## src/rtl/btn_entry_pkg.sv

```systemverilog
// Shared types and codes for the front-panel number-entry block and the display decoder.
package btn_entry_pkg;

  typedef enum logic [2:0] {
    S_PROMPT,
    S_EDIT,
    S_CONV,
    S_WR,
    S_CHECK
  } state_e;

  localparam logic [1:0] MSG_NUM = 2'b00;
  localparam logic [1:0] MSG_VAL = 2'b10;
  localparam logic [1:0] MSG_ERR = 2'b11;

  localparam int NUM_BTN = 4;
  localparam int BTN_INC = 0;
  localparam int BTN_CUR = 1;
  localparam int BTN_SGN = 2;
  localparam int BTN_ENT = 3;

  // d2*100 + d1*10 + d0 using only shifts and adds (100 = 64+32+4, 10 = 8+2).
  function automatic logic [8:0] bcd3_to_bin(input logic [1:0] d2,
                                             input logic [3:0] d1,
                                             input logic [3:0] d0);
    logic [8:0] h, t, u;
    h = 9'(d2);
    t = 9'(d1);
    u = 9'(d0);
    return (h << 6) + (h << 5) + (h << 2) + (t << 3) + (t << 1) + u;
  endfunction

endpackage

```

## src/rtl/btn_entry_debounce.sv

```systemverilog
// One push-button front end: 2-FF synchronizer, stability counter, rising-edge pulse.
module btn_debounce #(
  parameter int DEBOUNCE_CYCLES = 1_000_000,
  parameter int CNT_W           = 20
) (
  input  logic clk,
  input  logic rst,
  input  logic raw,
  output logic level,
  output logic press
);

  logic             s1, s2, s3;
  logic [CNT_W-1:0] cnt;
  logic             level_d;

  always_ff @(posedge clk or posedge rst) begin
    if (rst) begin
      s1      <= 1'b0;
      s2      <= 1'b0;
      s3      <= 1'b0;
      cnt     <= '0;
      level   <= 1'b0;
      level_d <= 1'b0;
    end else begin
      s1      <= raw;
      s2      <= s1;
      s3      <= s2;
      level_d <= level;
      // Any change of the synchronized level restarts the stability window.
      if (s2 != s3) begin
        cnt <= '0;
      end else if (cnt == CNT_W'(DEBOUNCE_CYCLES - 1)) begin
        level <= s2;
      end else begin
        cnt <= cnt + CNT_W'(1);
      end
    end
  end

  assign press = level & ~level_d;

endmodule

```

## src/rtl/btn_entry.sv

```systemverilog
// Signed 3-digit decimal entry: debounced buttons drive a digit editor with live display preview.
module btn_entry
  import btn_entry_pkg::*;
#(
  parameter int DEBOUNCE_CYCLES = 1_000_000,
  parameter int CNT_W           = 20
) (
  input  logic       clk,
  input  logic       rst,
  input  logic [3:0] btn,
  output logic [7:0] bin,
  output logic       sgn,
  output logic       wr_enable,
  output logic       led0_sel,
  output logic [1:0] msg,
  output logic [1:0] dot,
  output logic       entry_valid,
  output logic [7:0] entry_value,
  output logic       entry_sgn
);

  logic [NUM_BTN-1:0] level, press, act;
  state_e             state, state_n;
  logic [3:0]         d0, d1;
  logic [1:0]         d2, cursor;
  logic               sign;
  logic [8:0]         sum;
  logic               in_range;

  for (genvar i = 0; i < NUM_BTN; i++) begin : g_db
    btn_debounce #(
      .DEBOUNCE_CYCLES(DEBOUNCE_CYCLES),
      .CNT_W          (CNT_W)
    ) u_db (
      .clk  (clk),
      .rst  (rst),
      .raw  (btn[i]),
      .level(level[i]),
      .press(press[i])
    );
  end

  assign in_range = ~sum[8];
  assign dot      = cursor;

  always_ff @(posedge clk or posedge rst) begin
    if (rst) state <= S_PROMPT;
    else     state <= state_n;
  end

  always_comb begin
    act     = '0;
    state_n = state;
    // Simultaneous presses: only the highest-priority button survives.
    if      (press[BTN_ENT]) act[BTN_ENT] = 1'b1;
    else if (press[BTN_SGN]) act[BTN_SGN] = 1'b1;
    else if (press[BTN_CUR]) act[BTN_CUR] = 1'b1;
    else if (press[BTN_INC]) act[BTN_INC] = 1'b1;
    unique case (state)
      S_PROMPT: if (|press) state_n = S_EDIT;
      S_EDIT: begin
        if (act[BTN_ENT])                     state_n = S_CHECK;
        else if (act[BTN_INC] | act[BTN_SGN]) state_n = S_CONV;
      end
      S_CONV:  state_n = S_WR;
      S_WR:    state_n = S_EDIT;
      S_CHECK: state_n = in_range ? S_PROMPT : S_EDIT;
      default: state_n = S_PROMPT;
    endcase
  end

  always_ff @(posedge clk or posedge rst) begin
    if (rst) begin
      d0          <= '0;
      d1          <= '0;
      d2          <= '0;
      cursor      <= '0;
      sign        <= 1'b0;
      sum         <= '0;
      bin         <= '0;
      sgn         <= 1'b0;
      wr_enable   <= 1'b0;
      led0_sel    <= 1'b0;
      msg         <= MSG_VAL;
      entry_valid <= 1'b0;
      entry_value <= '0;
      entry_sgn   <= 1'b0;
    end else begin
      wr_enable   <= 1'b0;
      entry_valid <= 1'b0;
      led0_sel    <= 1'b1;
      unique case (state)
        S_PROMPT: if (|press) msg <= MSG_NUM;
        S_EDIT: begin
          if (act[BTN_INC]) begin
            unique case (cursor)
              2'd0:    d0 <= (d0 == 4'd9) ? 4'd0 : d0 + 4'd1;
              2'd1:    d1 <= (d1 == 4'd9) ? 4'd0 : d1 + 4'd1;
              default: d2 <= (d2 == 2'd2) ? 2'd0 : d2 + 2'd1;
            endcase
          end
          if (act[BTN_CUR]) cursor <= (cursor == 2'd2) ? 2'd0 : cursor + 2'd1;
          if (act[BTN_SGN]) sign <= ~sign;
          // Commit is issued on the way into S_CHECK so the pulse lands one cycle after Enter.
          if (act[BTN_ENT] && in_range) begin
            entry_valid <= 1'b1;
            entry_value <= sum[7:0];
            entry_sgn   <= sign & (sum != 9'd0);
          end
        end
        S_CONV: sum <= bcd3_to_bin(d2, d1, d0);
        S_WR: begin
          if (in_range) begin
            bin       <= sum[7:0];
            sgn       <= sign;
            wr_enable <= 1'b1;
            msg       <= MSG_NUM;
          end else begin
            msg <= MSG_ERR;
          end
        end
        S_CHECK: begin
          if (in_range) begin
            d0     <= '0;
            d1     <= '0;
            d2     <= '0;
            cursor <= '0;
            sign   <= 1'b0;
            sum    <= '0;
            msg    <= MSG_VAL;
          end else begin
            msg <= MSG_ERR;
          end
        end
        default: ;
      endcase
    end
  end

endmodule

```

## config.mk

```make
export PLATFORM = sky130hd
export DESIGN_NAME = btn_entry
export DESIGN_NICKNAME = d
export VERILOG_FILES = /design/src/rtl/btn_entry_pkg.sv /design/src/rtl/btn_entry_debounce.sv /design/src/rtl/btn_entry.sv
export SDC_FILE = /design/constraint.sdc
export NUM_CORES = 1
export LEC_CHECK = 0
export ABC_AREA = 1
export CAP_MARGIN = 40
export CORE_MARGIN = 4
export CORE_UTILIZATION = 45
export CTS_BUF_LIST = sky130_fd_sc_hd__clkbuf_2
export DETAILED_ROUTE_END_ITERATION = 7
export SETUP_SLACK_MARGIN = 0.4
export SLEW_MARGIN = 20
export SYNTH_ARGS = -nofsm -noshare
export SYNTH_HDL_FRONTEND = slang
export SYNTH_SLANG_ARGS = --single-unit
```

## constraint.sdc

```tcl
create_clock -name clk -period 12.69 [get_ports clk]
set_input_delay 2.538 -clock clk [delete_from_list [all_inputs] [get_ports clk]]
set_output_delay 2.538 -clock clk [all_outputs]
set_load 0.01 [all_outputs]
```

Word level (Yosys, flattened, before mapping)
Index checks and enable logic that the tools add are counted.
{ "totals": {"regBits": 148, "input_bits": 6, "output_inout_bits": 25, "wordCells": 172} }
{ "op_classes": {"n_addsub": 13, "eq_ne": 30, "n_mux": 50, "n_bitwise": 16, "n_reduce_logical": 23} }
{ "ops": {"columns": ["op", "count"], "rows": [
  ["2-to-1 mux 20 bit", 8],
  ["adder 20 x 1 -> 20 bit, second input constant", 4],
  ["== test 20 bit, second input constant", 4],
  ["2-to-1 mux 4 bit", 7],
  ["adder 9 x 4 -> 9 bit", 2],
  ["2-to-1 mux 2 bit", 9],
  ["one-hot mux 9 bit (2 select lines)", 1],
  ["AND reduction 2 bit", 9],
  ["one-hot mux 4 bit (2 select lines)", 2],
  ["one-hot mux 3 bit (5 select lines)", 1],
  ["2-to-1 mux 1 bit", 13],
  ["2-to-1 mux 3 bit", 4],
  ["!= test 2 x 1 -> 1 bit, second input constant", 6],
  ["!= test 2 bit, second input constant", 6],
  ["AND reduction 4 bit", 3],
  ["inverter 1 bit", 10],
  ["adder 8 x 7 -> 9 bit", 1],
  ["adder 9 x 5 -> 9 bit", 1],
  ["adder 9 x 7 -> 9 bit", 1],
  ["2-to-1 mux 9 bit", 1],
  ["nonzero test 9 bit", 1],
  ["adder 4 x 1 -> 4 bit, second input constant", 2],
  ["== test 4 bit, second input constant", 2],
  ["one-hot mux 2 bit (2 select lines)", 2],
  ["other kinds (20)", 32]
]} }

Depth between registers and ports, before layout
Gate-level depths: netlist of run 1.
{ "depth": {"ltp_word": 10, "mapped_depth": 12, "depth_no_buf": 12} }

Modules after synthesis
Synthesis of run 1 repeated with hierarchy kept, for this count alone.
{ "unflattened": {"cells_unflattened": 1014, "area_unflattened_um2": 8455.6} }
{ "by_module_without_submodules": {"columns": ["mod", "n_inst", "cells_each", "area_each_um2", "seq_area_each_um2"], "rows": [
  ["btn_debounce", 4, 181, 1456.4, 625.6],
  ["btn_entry", 1, 290, 2630.0, 1202.4]
]} }

Worst setup path after synthesis of run 1
No wires, ideal clock.
{ "synth_timing": {"path_type": "flip-flop to output port", "from": "register msg[1]", "to": "output port msg[1]", "arrival_time_ns": 0.529, "t_required_ns": 10.152, "slack_ns": 9.623, "stages_incl_launch_ff": 1, "n_path_buf": 0, "cell_sequence": "dfstp_2"} }
{ "synth_rtl": {"columns": ["item", "line_no", "source"], "rows": [
  ["start, declared", "btn_entry.sv:15", "output logic [1:0] msg,"],
  ["start signal, assigned", "btn_entry.sv:84", "msg <= MSG_VAL;"],
  ["start signal, assigned", "btn_entry.sv:93", "S_PROMPT: if (|press) msg <= MSG_NUM;"],
  ["start signal, assigned", "btn_entry.sv:117", "msg <= MSG_NUM;"]
]} }
No word-level cell between the ends.

Final worst setup path of run 1
{ "layout_timing": {"from": "register msg[1]", "to": "output port msg[1]"} }
No word-level cell between the ends.

==> metrics, run 1 <==
drt first pass iters 5; post-synth top area share 0.465; Post-Syn Area 7910 sq um; # Post-CTS Setup Buffers 0; CP Depth 1; CP endpoint kind primary output; number of port buffers 30; largest net degree at the start of global routing 81; Seq cells post-synth 148; grt ovf 0; Synth Instances 1043; dominant cells by area after synthesis dfrtp_1 46%, nand2_1 13%, nor2_1 7.4%; CP cell instances clkdlybuf4s50_1; drt initial violations 325; row count 48; Least-Margin Pin Slew 0.607 ns; clk_lat worst skew 0.73 ns; period utilization 0.344; Post-DRT Antenna Nets 0; CP startpoint kind flip-flop; commonest non-fill, non-tap cell in the layout nand2_1; RR Startpoint d1[0]; multi-input gate area in the final layout 3660 sq um; Hold Slack 0.368 ns; peak supply drop 0.0000598 V; routed len/inst 12.0 um; I/O pin count 31; Required @ worst endpoint 10.15 ns; slack of the worst reg-to-reg path 9.87 ns; top cell type by total area after synthesis dfrtp_1; GP Congestion 0.828; GRT Overall Usage 0.168; sequential share of the synthesized area 0.468; die area 19800 sq um; Hold EP g_db[0].u_db.s2; min-delay src g_db[0].u_db.s1; Root Buffer clkbuf_2; crit-path leading delay family flip-flops; CTS Sinks 148; syn nets 1075; H-tree levels 4; Fill cells 1720; depth of the most critical reg-to-reg path 11; Pwr Total 839 uW; Mean Syn Cell Area 7.59 sq um; maximum root-to-sink buffer count 2; vias in the first global route 5978; number of vias per cell 4.94; Final Max Slew Viols 0; P per Cell Area 95.3 nW/um^2; CP max stage delay 0.58 ns; Inserted Clock Buffers 17; clk slew on worst S/H paths 0.22 ns; DRC violations left 0; Hold-fix buffers, CTS 0; r2r endpoint sum[7]; DPL Wire Length 11400 um; Setup TNS Final 0 ns; Tmin final 4.36 ns; slew margin rel. 0.595; Max Fclk 229 MHz; Final Hold Fails 0; share of layout cells above drive strength 1 0.0810; status finished, final reports clean; Starting Density 0.459; Reg area 3700 sq um; slowest CP cell dfstp_2; YS warnings 0; die width 141 um; most frequent cells in the layout 284 x nand2_1, 155 x nor2_1, 147 x dfrtp_1, 123 x inv_1, 93 x nand3_1; final net count 1118; global-route wire length before repair 27700 um; Worst Hold Depth 0; P&R area growth vs syn 11.3%; RSZ-0062 raised after global routing no; maxcap violations 0; post-cts repair resize count 0; crit path kind reg2out; clk_skew 0.0208 ns; LEAKAGE 4.27 nW; Final setup viols 0; Synth cell types 35; crit path DAT 1.82 ns; min-delay worst type reg2reg; Die Y 141 um; CP bufs+invs 1; drt total wl 15900 um; initial antenna violation count 1; Placeable Area 17200 sq um; TritonCTS clock tree yes; via count 6545; crit-path max FO 2
[power by group]
group | total [mW] | leakage, nW | switching, mW | internal (mW)
sequential | 0.482 | 2.03 | 0.00445 | 0.478
clock | 0.324 | 0.166 | 0.188 | 0.136
combinational | 0.0320 | 2.08 | 0.0227 | 0.00936
[flip-flops by register name, indices dropped and copies added, names as in the netlist, 2 cells and up]
register           flops
state                  3
d0                     4
dot                    2
d2                     2
d1                     4
bin                    8
g_db.u_db.cnt         80
g_db.u_db.s2           4
msg                    2
g_db.u_db.level        4
sum                    9
g_db.u_db.s3           4
entry_value            8
g_db.u_db.level_d      4
g_db.u_db.s1           4
[cells in the mapped netlist, drive strengths merged]
library cell	instances
nand2	288
nor2	169
dfrtp	147
inv	131
nand3	96
o21ai	63
nand4	34
a21oi	29
ha	21
nor3	21
or2	19
buf	8
fa	5
xor2	4
xnor2	2
clkbuf	1
conb	1
dfstp	1
nor3b	1
o21bai	1
o22ai	1
[worst max-delay path by stage]
stage | start | end | slack (ns)
after floorplan | rst | bin[0] | 6.17
after global placement | rst | bin[4] | 8.17
after detailed placement | rst | msg[1] | 8.34
after CTS | msg[1] | msg[1] | 8.24
after global routing | msg[1] | msg[1] | 8.19
final | msg[1] | msg[1] | 8.33
[area by class of cell]
class	count	share of cell area
clock inverters	15	0.0247
well taps	225	0.0320
inverters	131	0.0567
repair buffers	33	0.0404
multi-input cells	755	0.415
diodes	1	0.000284
flip-flops and latches	148	0.421
clock buffers	17	0.00967
[routing by layer]
layer / vias up / part of all wire / track usage
met1: 3017 / 0.51 / 0.244
met2: 81 / 0.44 / 0.256
met5: - / 0 / 0
met3: 19 / 0.032 / 0.0370
met4: 0 / 0.014 / 0.0495
li1: 3428 / - / -
[through the flow]
step | cells | instance area, sq um | utilization | worst slack, ns
2_1_floorplan | 1043 | 7910 | - | 6.17
6_report | 1325 | 8800 | 0.511 | 8.33
3_3_place_gp | 1290 | 8450 | 0.490 | 8.17
4_1_cts | 1323 | 8770 | 0.509 | 8.24
5_1_grt | 1325 | 8800 | 0.511 | 8.19
3_5_place_dp | 1291 | 8470 | 0.491 | 8.34
[cell families (layout without fill, tap and decap cells)]
family	Yosys count	count (layout)	share of synthesized area
buffers and inverters	140	196	0.0696
AND/OR/NAND/NOR	628	628	0.347
AO/OA/AOI/OAI	94	94	0.0623
adder cells (fa/ha/maj)	26	26	0.0459
XOR/XNOR	6	6	0.00664
other	1	2	0.000474
flip-flops	148	148	0.468
No activity file was read; power rests on OpenSTA's default activity.
==> run 2: changes to the inputs <==
Clock period 12.69 ns to 4.38 ns, I/O delays scaled along.
==> metrics, run 2 (synthesized netlist as in run 1, its figures left out) <==
Root Buffer clkbuf_2 (unchanged); CP endpoint kind flip-flop (was primary output); grt ovf 0 (unchanged); DPL Wire Length 11600 um (was 11400 um); P per Cell Area 263 nW/um^2 (was 95.3 nW/um^2); CP cell instances inv_1 -> fa_1 -> fa_1 -> inv_1 -> ha_1 -> fa_1 -> nand3_1 -> nand2_1 -> o21ai_0 -> o21ai_0 (was clkdlybuf4s50_1); number of port buffers 30 (unchanged); max reg flops 80 (unchanged); maxcap violations 0 (unchanged); GP Congestion 0.828 (about the same); drt initial violations 360 (was 325); # Post-CTS Setup Buffers 0 (unchanged); Max Fclk 353 MHz; clk slew on worst S/H paths 0.21 ns (was 0.22 ns); P&R area growth vs syn 10.2% (was 11.3%); Final setup viols 0 (unchanged); maximum root-to-sink buffer count 2 (unchanged); post-cts repair resize count 0 (unchanged); peak supply drop 0.000166 V (was 0.0000598 V); depth of the most critical reg-to-reg path 10 (was 11); most frequent cells in the layout 284 x nand2_1, 155 x nor2_1, 147 x dfrtp_1, 123 x inv_1, 93 x nand3_1 (unchanged); Placeable Area 17200 sq um (unchanged); final net count 1118 (unchanged); DRC violations left 0 (unchanged); met2 GRT Util 0.280 (was 0.256); vias in the first global route 6162 (was 5978); Worst Hold Depth 0 (unchanged); CP Depth 10 (was 1); commonest non-fill, non-tap cell in the layout nand2_1 (unchanged); GRT Overall Usage 0.175 (was 0.168); Setup TNS Final 0 ns (unchanged); Switching Fraction 0.244 (was 0.257); row count 48 (unchanged); CTS Sinks 148 (unchanged); TritonCTS clock tree yes (unchanged); routed len/inst 12.0 um (about the same); crit-path max FO 8 (was 2); Post-DRT Antenna Nets 0 (unchanged); share of layout cells above drive strength 1 0.0792 (was 0.0810); via count 6523 (was 6545); Hold-fix buffers, CTS 0 (unchanged); Least-Margin Pin Slew 0.691 ns (was 0.607 ns); Seq pwr share 0.608 (was 0.575); Final Max Slew Viols 0 (unchanged); most used cell, CP fa_1; drt total wl 15800 um (was 15900 um); placed insts 1292 (was 1291); Required @ worst endpoint 5.00 ns (was 10.15 ns); H-tree levels 4 (unchanged); clock network fraction of total power 0.352 (was 0.387); initial antenna violation count 1 (unchanged); Largest regs g_db.u_db.cnt x80, sum x9 (unchanged); Tmin final 2.83 ns; Pwr Total 2.29 mW (was 839 uW); Largest Register g_db.u_db.cnt (unchanged); Starting Density 0.459 (unchanged); LEAKAGE 4.24 nW (was 4.27 nW); Logic pwr share 0.039 (was 0.038); layer with the highest usage met2 (unchanged); Die Y 141 um (unchanged); Inserted Clock Buffers 17 (unchanged); CP max stage delay 0.53 ns (was 0.58 ns); met3 GRT Util 0.0414 (was 0.0370); Net Sw Power 560 uW (was 216 uW); status finished, final reports clean (unchanged); CP startpoint kind flip-flop (unchanged); period utilization 0.647; P_int 1.74 mW (was 623 uW); Layout Utilization 0.506 (was 0.511); global-route wire length before repair 28900 um (was 27700 um); Final Hold Fails 0 (unchanged); slew margin rel. 0.538 (was 0.595); largest net degree at the start of global routing 63 (was 81); I/O pin count 31 (unchanged); CP bufs+invs 2 (was 1); min-delay worst type reg2reg (unchanged); clk_skew 0.0220 ns (was 0.0208 ns); die width 141 um (unchanged); met1 global-route usage 0.244 (about the same); number of vias per cell 4.92 (was 4.94); crit-path leading delay family adder cells (was flip-flops); die area 19800 sq um (unchanged); RSZ-0062 raised after global routing no (unchanged); clk_lat worst skew 0.70 ns (was 0.73 ns); crit path DAT 3.45 ns (was 1.82 ns); drt first pass iters 5 (unchanged); slowest CP cell dfrtp_1 (was dfstp_2); crit path kind reg2reg (was reg2out); fin cells 1325 (unchanged)
run 2: cell types whose count changed in the layout (fill, tap and decap cells not counted):
cell	change
inv_6	-6
clkbuf_2	+5
clkinv_1	+2
clkinv_2	+2
inv_8	-2
buf_16	-1
buf_4	+1
bufinv_16	-1
clkinv_4	+1
clkinvlp_4	-1
run 2: power groups by stage:
| stage | logic, mW | clock network (mW) | registers (mW) |
|---|---|---|---|
| after floorplan | 0.0658 | 0 | 1.42 |
| final | 0.0906 | 0.808 | 1.40 |
| after global routing | 0.107 | 0.900 | 1.40 |
| after CTS | 0.0950 | 0.842 | 1.40 |
| after global placement | 0.0934 | 0 | 1.42 |
| after detailed placement | 0.0948 | 0 | 1.42 |
run 2: final cells by class:
cell class / count / area, sq um
diodes: 1 / 2.50
clock buffers: 22 / 110
clock inverters: 10 / 133
fillers: 1732 / 8520
inverters: 131 / 498
multi-input cells: 755 / 3660
flip-flops and latches: 148 / 3700
well taps: 225 / 282
repair buffers: 33 / 335
run 2: final timing paths:
check | startpoint | to | slack, ns
max in group asynchronous | rst | sum[3] | 2.86
worst max-delay path | d1[0] | sum[7] | 1.55
worst min-delay path | g_db[3].u_db.s1 | g_db[3].u_db.s2 | 0.38
worst max register to register | d1[0] | sum[7] | 1.55
worst min register to register | g_db[3].u_db.s1 | g_db[3].u_db.s2 | 0.38
min in group asynchronous | rst | g_db[3].u_db.s3 | 0.59
run 2: stage by stage:
step / worst slack, ns / hold WS, ns / instance area (sq um)
after floorplan: 1.64 / 0.331 / 7920
after global placement: 1.64 / 0.332 / 8480
after detailed placement: 1.58 / 0.336 / 8480
after CTS: 1.53 / 0.378 / 8720
after global routing: 1.35 / 0.388 / 8720
final: 1.55 / 0.375 / 8720
run 2: routing by layer:
layer | vias to the layer above | part of all wire
li1 | 3418 | -
met1 | 3030 | 0.50
met2 | 64 | 0.46
met3 | 11 | 0.029
met4 | 0 | 0.0083
met5 | - | 0
run 2: worst reg2reg max path, cell delays in order, from the launching register on:
cell and delay [ns]:
dfrtp_1 0.53, inv_1 0.10, fa_1 0.49, fa_1 0.51, inv_1 0.04, ha_1 0.23, fa_1 0.42, nand3_1 0.11
nand2_1 0.07, o21ai_0 0.15, o21ai_0 0.10
==> run 3: changes to the inputs <==
Clock period 4.38 ns to 3 ns, I/O delays scaled along.
==> metrics, run 3 (synthesized netlist as in run 1, its figures left out) <==
crit path DAT 3.11 ns (was 3.45 ns); Tmin final 2.50 ns (was 2.83 ns); LEAKAGE 4.26 nW (was 4.24 nW); Worst Setup EP sum[7] (unchanged); Least-Margin Pin Slew 0.524 ns (was 0.691 ns); CP bufs+invs 2 (unchanged); depth of the most critical reg-to-reg path 11 (was 10); CP startpoint kind flip-flop (unchanged); P_int 2.52 mW (was 1.74 mW); Required @ worst endpoint 3.61 ns (was 5.00 ns); number of port buffers 30 (unchanged); drt total wl 15500 um (was 15800 um); CP Depth 11 (was 10); share of layout cells above drive strength 1 0.0887 (was 0.0792); Net Sw Power 802 uW (was 560 uW); vias in the first global route 5994 (was 6162); Post-DRT Antenna Nets 0 (unchanged); I/O pin count 31 (unchanged); P per Cell Area 377 nW/um^2 (was 263 nW/um^2); TritonCTS clock tree yes (unchanged); die width 141 um (unchanged); drt initial violations 361 (was 360); CP endpoint kind flip-flop (unchanged); row count 48 (unchanged); Largest Register g_db.u_db.cnt (unchanged); Max Fclk 400 MHz (was 353 MHz); peak supply drop 0.000263 V (was 0.000166 V); Final setup viols 0 (unchanged); min-delay worst type in2async (was reg2reg); slew margin rel. 0.650 (was 0.538); Switching Fraction 0.242 (was 0.244); RSZ-0062 raised after global routing yes (was no); die area 19800 sq um (unchanged); H-tree levels 4 (unchanged); clk_skew 0.0379 ns (was 0.0220 ns); Seq pwr share 0.614 (was 0.608); Logic pwr share 0.041 (was 0.039); crit-path leading delay family adder cells (unchanged); number of vias per cell 4.86 (was 4.92); Largest regs g_db.u_db.cnt x80, sum x9 (unchanged); CP max stage delay 0.49 ns (was 0.53 ns); crit path launch d1[0] (unchanged); largest net degree at the start of global routing 63 (unchanged); CTS Sinks 148 (unchanged); clk slew on worst S/H paths 0.20 ns (was 0.21 ns); status finished, final reports clean (unchanged); Root Buffer clkbuf_2 (unchanged); clock network fraction of total power 0.345 (was 0.352); via count 6486 (was 6523); maxcap violations 0 (unchanged); Die Y 141 um (unchanged); grt ovf 0 (unchanged); most frequent cells in the layout 283 x nand2_1, 155 x nor2_1, 145 x dfrtp_1, 122 x inv_1, 92 x nand3_1 (was 284 x nand2_1, 155 x nor2_1, 147 x dfrtp_1, 123 x inv_1, 93 x nand3_1); crit-path max FO 2 (was 8); r2r endpoint sum[7] (unchanged); drt first pass iters 5 (unchanged); slowest CP cell fa_1 (was dfrtp_1); DPL Wire Length 11500 um (was 11600 um); CP cell instances inv_1 -> fa_1 -> fa_1 -> inv_1 -> ha_2 -> fa_2 -> nand3_2 -> nand2_2 -> a21oi_2 -> o21ai_1 -> o21ai_1 (was inv_1 -> fa_1 -> fa_1 -> inv_1 -> ha_1 -> fa_1 -> nand3_1 -> nand2_1 -> o21ai_0 -> o21ai_0); Hold Slack 0.216 ns (was 0.375 ns); Final Max Slew Viols 0 (unchanged); final net count 1125 (was 1118); GP Congestion 0.790 (was 0.828); commonest non-fill, non-tap cell in the layout nand2_1 (unchanged); Hold-fix buffers, CTS 0 (unchanged); max reg flops 80 (unchanged); period utilization 0.834 (was 0.647); RR Startpoint d1[0] (unchanged); GRT Overall Usage 0.166 (was 0.175); Starting Density 0.459 (unchanged); DRC violations left 0 (unchanged); initial antenna violation count 1 (unchanged); crit path kind reg2reg (unchanged); Setup TNS Final 0 ns (unchanged); global-route wire length before repair 27700 um (was 28900 um); clk_lat worst skew 0.71 ns (was 0.70 ns); Placeable Area 17200 sq um (unchanged); Final Hold Fails 0 (unchanged); P&R area growth vs syn 11.3% (was 10.2%); Inserted Clock Buffers 17 (unchanged); routed len/inst 11.6 um (was 12.0 um); maximum root-to-sink buffer count 2 (unchanged); slack of the worst reg-to-reg path 0.50 ns (was 1.55 ns)
==> run 3: cell count changes in the layout (fill, tap and decap cells not counted), moves of 2 or more <==
cell and delta:
clkinv_1 +3, dfrtp_1 -2, clkinv_4 -2, buf_4 +6, o21ai_1 +2, dfrtp_2 +2, clkbuf_2 -3, diode_2 +3
o21ai_0 -2
==> run 3: layout make-up <==
cell class | instances | area [sq um]
diodes | 4 | 10.0
clock buffers | 19 | 95.1
clock inverters | 12 | 138
fillers | 1704 | 8430
inverters | 131 | 498
multi-input cells | 755 | 3670
flip-flops and latches | 148 | 3710
well taps | 225 | 282
repair buffers | 40 | 400
==> run 3: power by group through the flow <==
stage | logic, mW | clock network [mW] | registers [mW]
final | 0.136 | 1.14 | 2.04
after global placement | 0.141 | 0 | 2.07
after detailed placement | 0.142 | 0 | 2.07
after global routing | 0.162 | 1.28 | 2.04
after CTS | 0.143 | 1.19 | 2.04
after floorplan | 0.0960 | 0 | 2.07
==> run 3: how the worst min path moves through the flow <==
| stage | cells past startpoint | slack, ns | from | endpoint |
|---|---|---|---|---|
| 6_report | 2 | 0.22 | rst | g_db[2].u_db.cnt[2] |
| 5_1_grt | 2 | 0.13 | rst | g_db[2].u_db.cnt[2] |
| 4_1_cts | 2 | 0.15 | rst | g_db[2].u_db.cnt[2] |
| 3_5_place_dp | 0 | 0.34 | g_db[3].u_db.s1 | g_db[3].u_db.s2 |
| 3_3_place_gp | 0 | 0.33 | g_db[3].u_db.s1 | g_db[3].u_db.s2 |
| 2_1_floorplan | 0 | 0.33 | g_db[0].u_db.s1 | g_db[0].u_db.s2 |
==> run 3: per-layer routing <==
| metal | global-route usage | share of wire |
|---|---|---|
| met1 | 0.234 | 0.50 |
| met2 | 0.260 | 0.45 |
| met3 | 0.0387 | 0.034 |
| met4 | 0.0449 | 0.011 |
| met5 | 0 | 0 |
==> run 3: timing repair <==
action / 4_1_cts / 5_1_grt
buffers inserted: 4 / 1
endpoints found under the setup margin: 3 / 2
endpoints found under the hold margin: 0 / 0
pin swaps: 2 / 5
resized for setup: 4 / 5
==> run 3: per-stage QoR <==
step | power (mW) | std cells | setup WS (ns) | util | cell area [sq um]
after global routing | 3.49 | 1334 | 0.342 | 0.511 | 8800
after CTS | 3.37 | 1329 | 0.403 | 0.509 | 8770
after global placement | 2.21 | 1294 | 0.325 | 0.493 | 8510
after detailed placement | 2.22 | 1294 | 0.307 | 0.493 | 8510
after floorplan | 2.17 | 1043 | 0.446 | - | 7920
final | 3.32 | 1334 | 0.499 | 0.511 | 8800
==> run 3: worst register-to-register path, cell delays in order, from the launching register on <==
cell	delay (ns)
dfrtp_2	0.45
inv_1	0.07
fa_1	0.42
fa_1	0.49
inv_1	0.04
ha_2	0.19
fa_2	0.36
nand3_2	0.09
nand2_2	0.06
a21oi_2	0.12
o21ai_1	0.07
o21ai_1	0.07
